<file path="config.mk">
export PLATFORM = sky130hd
export DESIGN_NAME = uart_tx_fifo
export DESIGN_NICKNAME = d
export VERILOG_FILES = /design/src/rtl/uart_tx_fifo.sv
export SDC_FILE = /design/constraint.sdc
export NUM_CORES = 1
export LEC_CHECK = 0
export ABC_CLOCK_PERIOD_IN_PS = 2850
export CELL_PAD_IN_SITES_DETAIL_PLACEMENT = 2
export CELL_PAD_IN_SITES_GLOBAL_PLACEMENT = 2
export CORE_MARGIN = 2
export CORE_UTILIZATION = 38
export DETAILED_ROUTE_END_ITERATION = 16
export PLACE_DENSITY_LB_ADDON = 0.1
export SYNTH_ARGS = -nofsm -noshare
export SYNTH_HDL_FRONTEND = slang
export SYNTH_SLANG_ARGS = --single-unit
</file>
<file path="constraint.sdc">
create_clock -name clk -period 2.85 [get_ports clk]
set_clock_uncertainty 0.15 [all_clocks]
set_input_delay 0.57 -clock clk [delete_from_list [all_inputs] [get_ports clk]]
set_output_delay 0.57 -clock clk [all_outputs]
set_load 0.02 [all_outputs]
</file>
<file path="src/rtl/uart_tx_fifo.sv">
// uart_tx_fifo: buffered UART transmitter with internal baud divider.
// Define UART_TX_PARITY_EN to insert a parity bit after the data bits.
module uart_tx_fifo #(
    parameter int DATA_BITS    = 8,
    parameter int CLKS_PER_BIT = 16,
    parameter int STOP_BITS    = 1,
    parameter int FIFO_DEPTH   = 4
) (
    input  logic                 clk,
    input  logic                 rst_n,
    input  logic                 wr_enb,
    input  logic [DATA_BITS-1:0] data_in,
    input  logic                 parity_odd,
    output logic                 tx,
    output logic                 busy,
    output logic                 full,
    output logic                 overflow
);

    localparam int AW = (FIFO_DEPTH > 1) ? $clog2(FIFO_DEPTH) : 1;
    localparam int CW = AW + 1;
    localparam int BW = (CLKS_PER_BIT > 1) ? $clog2(CLKS_PER_BIT) : 1;

    localparam logic [BW-1:0] BAUD_LAST = BW'(CLKS_PER_BIT - 1);
    localparam logic [3:0]    DATA_LAST = 4'(DATA_BITS - 1);
    localparam logic [3:0]    STOP_LAST = 4'(STOP_BITS - 1);
    localparam logic [CW-1:0] DEPTH_C   = CW'(FIFO_DEPTH);

    typedef enum logic [2:0] {
        S_IDLE   = 3'd0,
        S_START  = 3'd1,
        S_DATA   = 3'd2,
`ifdef UART_TX_PARITY_EN
        S_PARITY = 3'd3,
`endif
        S_STOP   = 3'd4
    } state_t;

    state_t state;
    state_t state_nxt;

    logic [DATA_BITS-1:0] mem [FIFO_DEPTH];
    logic [AW-1:0]        wr_ptr;
    logic [AW-1:0]        rd_ptr;
    logic [CW-1:0]        count;
    logic [CW-1:0]        count_nxt;
    logic                 push;
    logic                 pop;
    logic                 fifo_empty;

    logic [BW-1:0]        baud;
    logic                 baud_end;
    logic [3:0]           bit_cnt;
    logic [DATA_BITS-1:0] shreg;
    logic                 tx_nxt;

`ifdef UART_TX_PARITY_EN
    logic                 par_bit;
`else
    logic                 unused_parity;
    assign unused_parity = parity_odd;
`endif

    // full is a register, so a write is judged against the pre-pop state
    assign push       = wr_enb && !full;
    assign fifo_empty = (count == '0);
    assign count_nxt  = count + CW'(push) - CW'(pop);
    assign baud_end   = (baud == BAUD_LAST);
    assign busy       = (state != S_IDLE) || !fifo_empty;

    // FIFO pointers, occupancy and the registered full/overflow flags
    always_ff @(posedge clk or negedge rst_n) begin
        if (!rst_n) begin
            wr_ptr   <= '0;
            rd_ptr   <= '0;
            count    <= '0;
            full     <= 1'b0;
            overflow <= 1'b0;
        end else begin
            if (push) wr_ptr <= wr_ptr + 1'b1;
            if (pop)  rd_ptr <= rd_ptr + 1'b1;
            count    <= count_nxt;
            full     <= (count_nxt == DEPTH_C);
            overflow <= wr_enb && full;
        end
    end

    // FIFO storage; contents are don't-care while the count is zero
    always_ff @(posedge clk) begin
        if (push) mem[wr_ptr] <= data_in;
    end

    // frame state register
    always_ff @(posedge clk or negedge rst_n) begin
        if (!rst_n) state <= S_IDLE;
        else        state <= state_nxt;
    end

    // frame sequencing: advance one state per completed bit period
    always_comb begin
        state_nxt = state;
        unique case (state)
            S_IDLE: begin
                if (!fifo_empty) state_nxt = S_START;
            end
            S_START: begin
                if (baud_end) state_nxt = S_DATA;
            end
            S_DATA: begin
                if (baud_end && bit_cnt == DATA_LAST) begin
`ifdef UART_TX_PARITY_EN
                    state_nxt = S_PARITY;
`else
                    state_nxt = S_STOP;
`endif
                end
            end
`ifdef UART_TX_PARITY_EN
            S_PARITY: begin
                if (baud_end) state_nxt = S_STOP;
            end
`endif
            S_STOP: begin
                if (baud_end && bit_cnt == STOP_LAST) begin
                    state_nxt = fifo_empty ? S_IDLE : S_START;
                end
            end
            default: state_nxt = S_IDLE;
        endcase
    end

    // pop and the next line level; STOP chains straight into START
    always_comb begin
        pop    = 1'b0;
        tx_nxt = tx;
        unique case (state)
            S_IDLE: begin
                tx_nxt = 1'b1;
                if (!fifo_empty) begin
                    pop    = 1'b1;
                    tx_nxt = 1'b0;
                end
            end
            S_START: begin
                if (baud_end) tx_nxt = shreg[0];
            end
            S_DATA: begin
                if (baud_end) begin
                    if (bit_cnt == DATA_LAST) begin
`ifdef UART_TX_PARITY_EN
                        tx_nxt = par_bit;
`else
                        tx_nxt = 1'b1;
`endif
                    end else begin
                        tx_nxt = shreg[1];
                    end
                end
            end
`ifdef UART_TX_PARITY_EN
            S_PARITY: begin
                if (baud_end) tx_nxt = 1'b1;
            end
`endif
            S_STOP: begin
                tx_nxt = 1'b1;
                if (baud_end && bit_cnt == STOP_LAST && !fifo_empty) begin
                    pop    = 1'b1;
                    tx_nxt = 1'b0;
                end
            end
            default: tx_nxt = 1'b1;
        endcase
    end

    // baud divider, bit counter, shift register and the tx flop
    always_ff @(posedge clk or negedge rst_n) begin
        if (!rst_n) begin
            tx      <= 1'b1;
            baud    <= '0;
            bit_cnt <= '0;
            shreg   <= '0;
        end else begin
            tx <= tx_nxt;
            if (pop) begin
                baud  <= '0;
                shreg <= mem[rd_ptr];
            end else begin
                if (state != S_IDLE) baud <= baud_end ? '0 : baud + 1'b1;
                if (state == S_DATA && baud_end) shreg <= shreg >> 1;
            end
            if (pop || state != state_nxt) bit_cnt <= '0;
            else if (baud_end)             bit_cnt <= bit_cnt + 1'b1;
        end
    end

`ifdef UART_TX_PARITY_EN
    // parity of the popped word, frozen for the whole frame
    always_ff @(posedge clk or negedge rst_n) begin
        if (!rst_n)   par_bit <= 1'b0;
        else if (pop) par_bit <= (^mem[rd_ptr]) ^ parity_odd;
    end
`endif

endmodule

</file>
==> flow_metrics.py <==
metrics = {
    "synth": {
        "synth.top_cell.area_share_pct": 34.2,
        "syn_area_um2": 2810,
        "syn_inst": 196,
        "synth_area_leaders": "edfxtp_1, dfrtp_1, mux4_2, mux2_2, ha_1",
        "syn_avg_cell_area_um2": 14.3,
        "ys_seq_area_share_pct": 60.1,
        "synth_nets": 217,
        "synth_async_sr_flop_share_pct": 47.5,
        "yosys.area.top_type": "edfxtp_1",
        "yosysWarnings": 0,
        "synth_flop_cell": "edfxtp_1",
        "synth-seq-cells": 61,
        "synthDistinctLibCells": 44,
        "synth_edf_count": 32,
    },
    "place": {
        "hpwl_um": 4280,
        "place.gp.congestion": 0.752,
        "port_buffers": 14,
        "dp_slack_ns": 0.0423,
    },
    "worst_setup_path": {
        "endpoint_kind": "register",
        "crit_start": "baud[0]$_DFFE_PN0P_",
        "rr_endpoint": "full$_DFF_PN0_",
        "crit_slowest_cell": "dfrtp_1",
        "critPathBufInv": 0,
        "crit_cells": 10,
        "arrival_ns": 2.73,
        "max_stage_delay_ns": 0.40,
        "path_delay_family": "adder cells",
        "critPathMaxFanout": 4,
        "regToRegStartpoint": "baud[0]$_DFFE_PN0P_",
        "crit_required_ns": 2.96,
        "criticalPathCategory": "reg2reg",
        "endpoint": "full$_DFF_PN0_",
        "reg2regPathDepth": 10,
        "reg2reg_slack_ns": 0.23,
        "critical_path.cell_chain": "ha_1, and3_1, nand3_2, a21oi_4, xor2_1, ha_1, fa_1, xnor2_1, xnor2_1, nor3b_2",
        "start_kind": "register",
    },
    "cells_and_area": {
        "drive_gt1_share_pct": 25.7,
        "syn2layout_area_growth_pct": 17.8,
        "insertedDiodeCount": 0,
        "num-nets-final": 242,
    },
    "detailed_routing": {
        "routed_wl_um": 6030,
        "routedWlPerCell_um": 18.5,
        "via_per_inst": 5.07,
        "ant_nets": 0,
        "m1WireLength_um": 2360,
        "vias": 1649,
        "drt_iter0_markers": 50,
        "drc": 0,
        "wl_met2_um": 3490,
        "route.met3.wl_um": 103,
        "top_layer": "met4",
        "drtPass1Iterations": 4,
    },
    "min_path": {
        "hold_path.startpoint": "tx$_DFFE_PN1P_",
        "worst_hold_path_type": "reg2reg",
    },
    "sta": {
        "min_period_ns": 2.62,
        "fmax_ghz": 0.382,
        "max_slew_margin_pct": 61.8,
        "tightestPinTransition_ns": 0.570,
        "finalHoldViolCount": 0,
        "slew_violations": 0,
        "setup_viol": 0,
        "rsz0062_at_grt": "false",
        "setup_ws_ns": 0.230,
        "finalCritPeriodShare_pct": 91.9,
        "final.setup.tns_ns": 0,
    },
    "die": {
        "initial_utilization_pct": 38.9,
        "dieArea_um2": 8090,
        "core-area_um2": 7210,
        "io_pins": 16,
        "num_rows": 31,
        "die_y_um": 90.0,
        "die_w_um": 90.0,
    },
    "grt": {
        "grt_overflow_total": 0,
        "grt_pass1_vias": 1868,
        "grt_max_degree": 30,
        "grt_antenna_before_repair": 0,
        "grt_usage_pct": 16.0,
        "grt_pass1_wl_um": 9840,
    },
    "cts": {
        "numCtsBuffers": 9,
        "cts_max_level": 3,
        "cts.sinks": 61,
        "clkTransAtPathRegs_ns": 0.08,
        "tritoncts": "yes",
        "cts_hold_buf": 0,
        "root_buffer": "clkbuf_8",
        "clockBufferDepth": 2,
        "insertion_delay_ns": 0.33,
    },
    "power_and_ir_drop": {
        "power_leakage_nw": 1.28,
        "ir_drop_v": 0.000359,
        "p_per_area_nw_per_um2": 683,
    },
    "status": {
        "status": "finished, final reports clean",
    },
    "job": {
        "max_cap_violations": 0,
    },
}
[layout by cell type (no fill, tap or decap), types with 3 or more instances in the layout]
master,netlist,final
xor2_1,4,4
ha_1,8,8
nor2b_1,4,4
edfxtp_1,32,32
mux2_4,3,3
or3_1,4,4
nand3_1,3,3
and2_1,5,5
nor2_1,7,7
mux2_2,12,12
nand2b_1,3,3
inv_1,8,8
nor3_1,6,6
mux4_2,8,8
buf_4,1,11
dfrtp_1,28,28
clkdlybuf4s50_1,0,13
o21ai_0,5,5
xnor2_1,6,6
inv_6,0,3
a21oi_1,5,5
nand2_1,9,9
clkbuf_8,0,9
[power breakdown]
part / switching [mW] / total, mW / internal [mW]
Sequential: 0.0515 / 1.12 / 1.07
Combinational: 0.199 / 0.351 / 0.152
Clock: 0.372 / 0.788 / 0.416
Total: 0.623 / 2.26 / 1.64
[repair_timing]
action	4_1_cts	5_1_grt
gates resized for setup	0	2
hold endpoints to repair	0	0
buffers inserted	1	1
setup endpoints to repair	1	2
pin swaps	1	1
[registers in the layout, summed over array words and instances (netlist names)]
name,cells
count,3
mem,32
state,3
bit_cnt,4
shreg,8
rd_ptr,2
wr_ptr,2
full,1
baud,4
tx,1
overflow,1
[tightest hold or removal path: cells and delay by family, from the launching register on]
kind            cells  cell delay (ns)
compound gates      1             0.06
flops               1             0.37
simple gates        1             0.05
[logic make-up after synthesis]
| group | after synthesis | share of synthesized area (%) |
|---|---|---|
| mux | 24 | 13.2 |
| compound gates | 20 | 4.95 |
| flops | 61 | 60.1 |
| buf+inv | 20 | 3.34 |
| fa+ha+maj | 9 | 4.28 |
| simple gates | 52 | 11.0 |
| xor+xnor | 10 | 3.12 |
[metrics by stage]
step	utilization [%]	hold WS (ns)	cells	total power, mW	cell area, um2
3_3_place_gp	42.7	0.306	307	1.43	3080
5_1_grt	45.8	0.365	325	2.37	3310
4_1_cts	45.6	0.332	324	2.28	3290
3_5_place_dp	42.7	0.320	307	1.49	3080
6_report	45.8	0.326	325	2.26	3310
2_1_floorplan	-	0.124	196	1.34	2810
[cells in the mapped netlist, types with 5 or more instances]
library cell,number
ha_1,8
xnor2_1,6
nor2_1,7
edfxtp_1,32
and2_1,5
inv_1,8
mux4_2,8
nor3_1,6
nand2_1,9
dfrtp_1,28
o21ai_0,5
a21oi_1,5
buf_2,6
mux2_2,12
[metal layers]
layer,vias to the layer above,track usage (%)
li1,763,-
met1,858,17.8
met2,18,30.6
met3,10,2.85
met4,0,5.38
met5,-,0
[worst min path at each step]
stage,to,slack (ns),cells after the start
after floorplan,baud[0]$_DFFE_PN0P_,0.12,0
after global placement,tx$_DFFE_PN1P_,0.31,2
after detailed placement,tx$_DFFE_PN1P_,0.32,2
after CTS,tx$_DFFE_PN1P_,0.33,2
after global routing,tx$_DFFE_PN1P_,0.36,2
final,tx$_DFFE_PN1P_,0.33,2
[cell type report]
cell class / instances / area [um2]
inverter: 9 / 33.8
tap: 99 / 124
sequential: 61 / 1690
multi-input combinational: 115 / 1030
timing repair buffer: 25 / 225
clock buffer: 9 / 124
clock inverter: 7 / 81.3
fill: 718 / 3910
No activity file was read; power rests on OpenSTA's default activity.
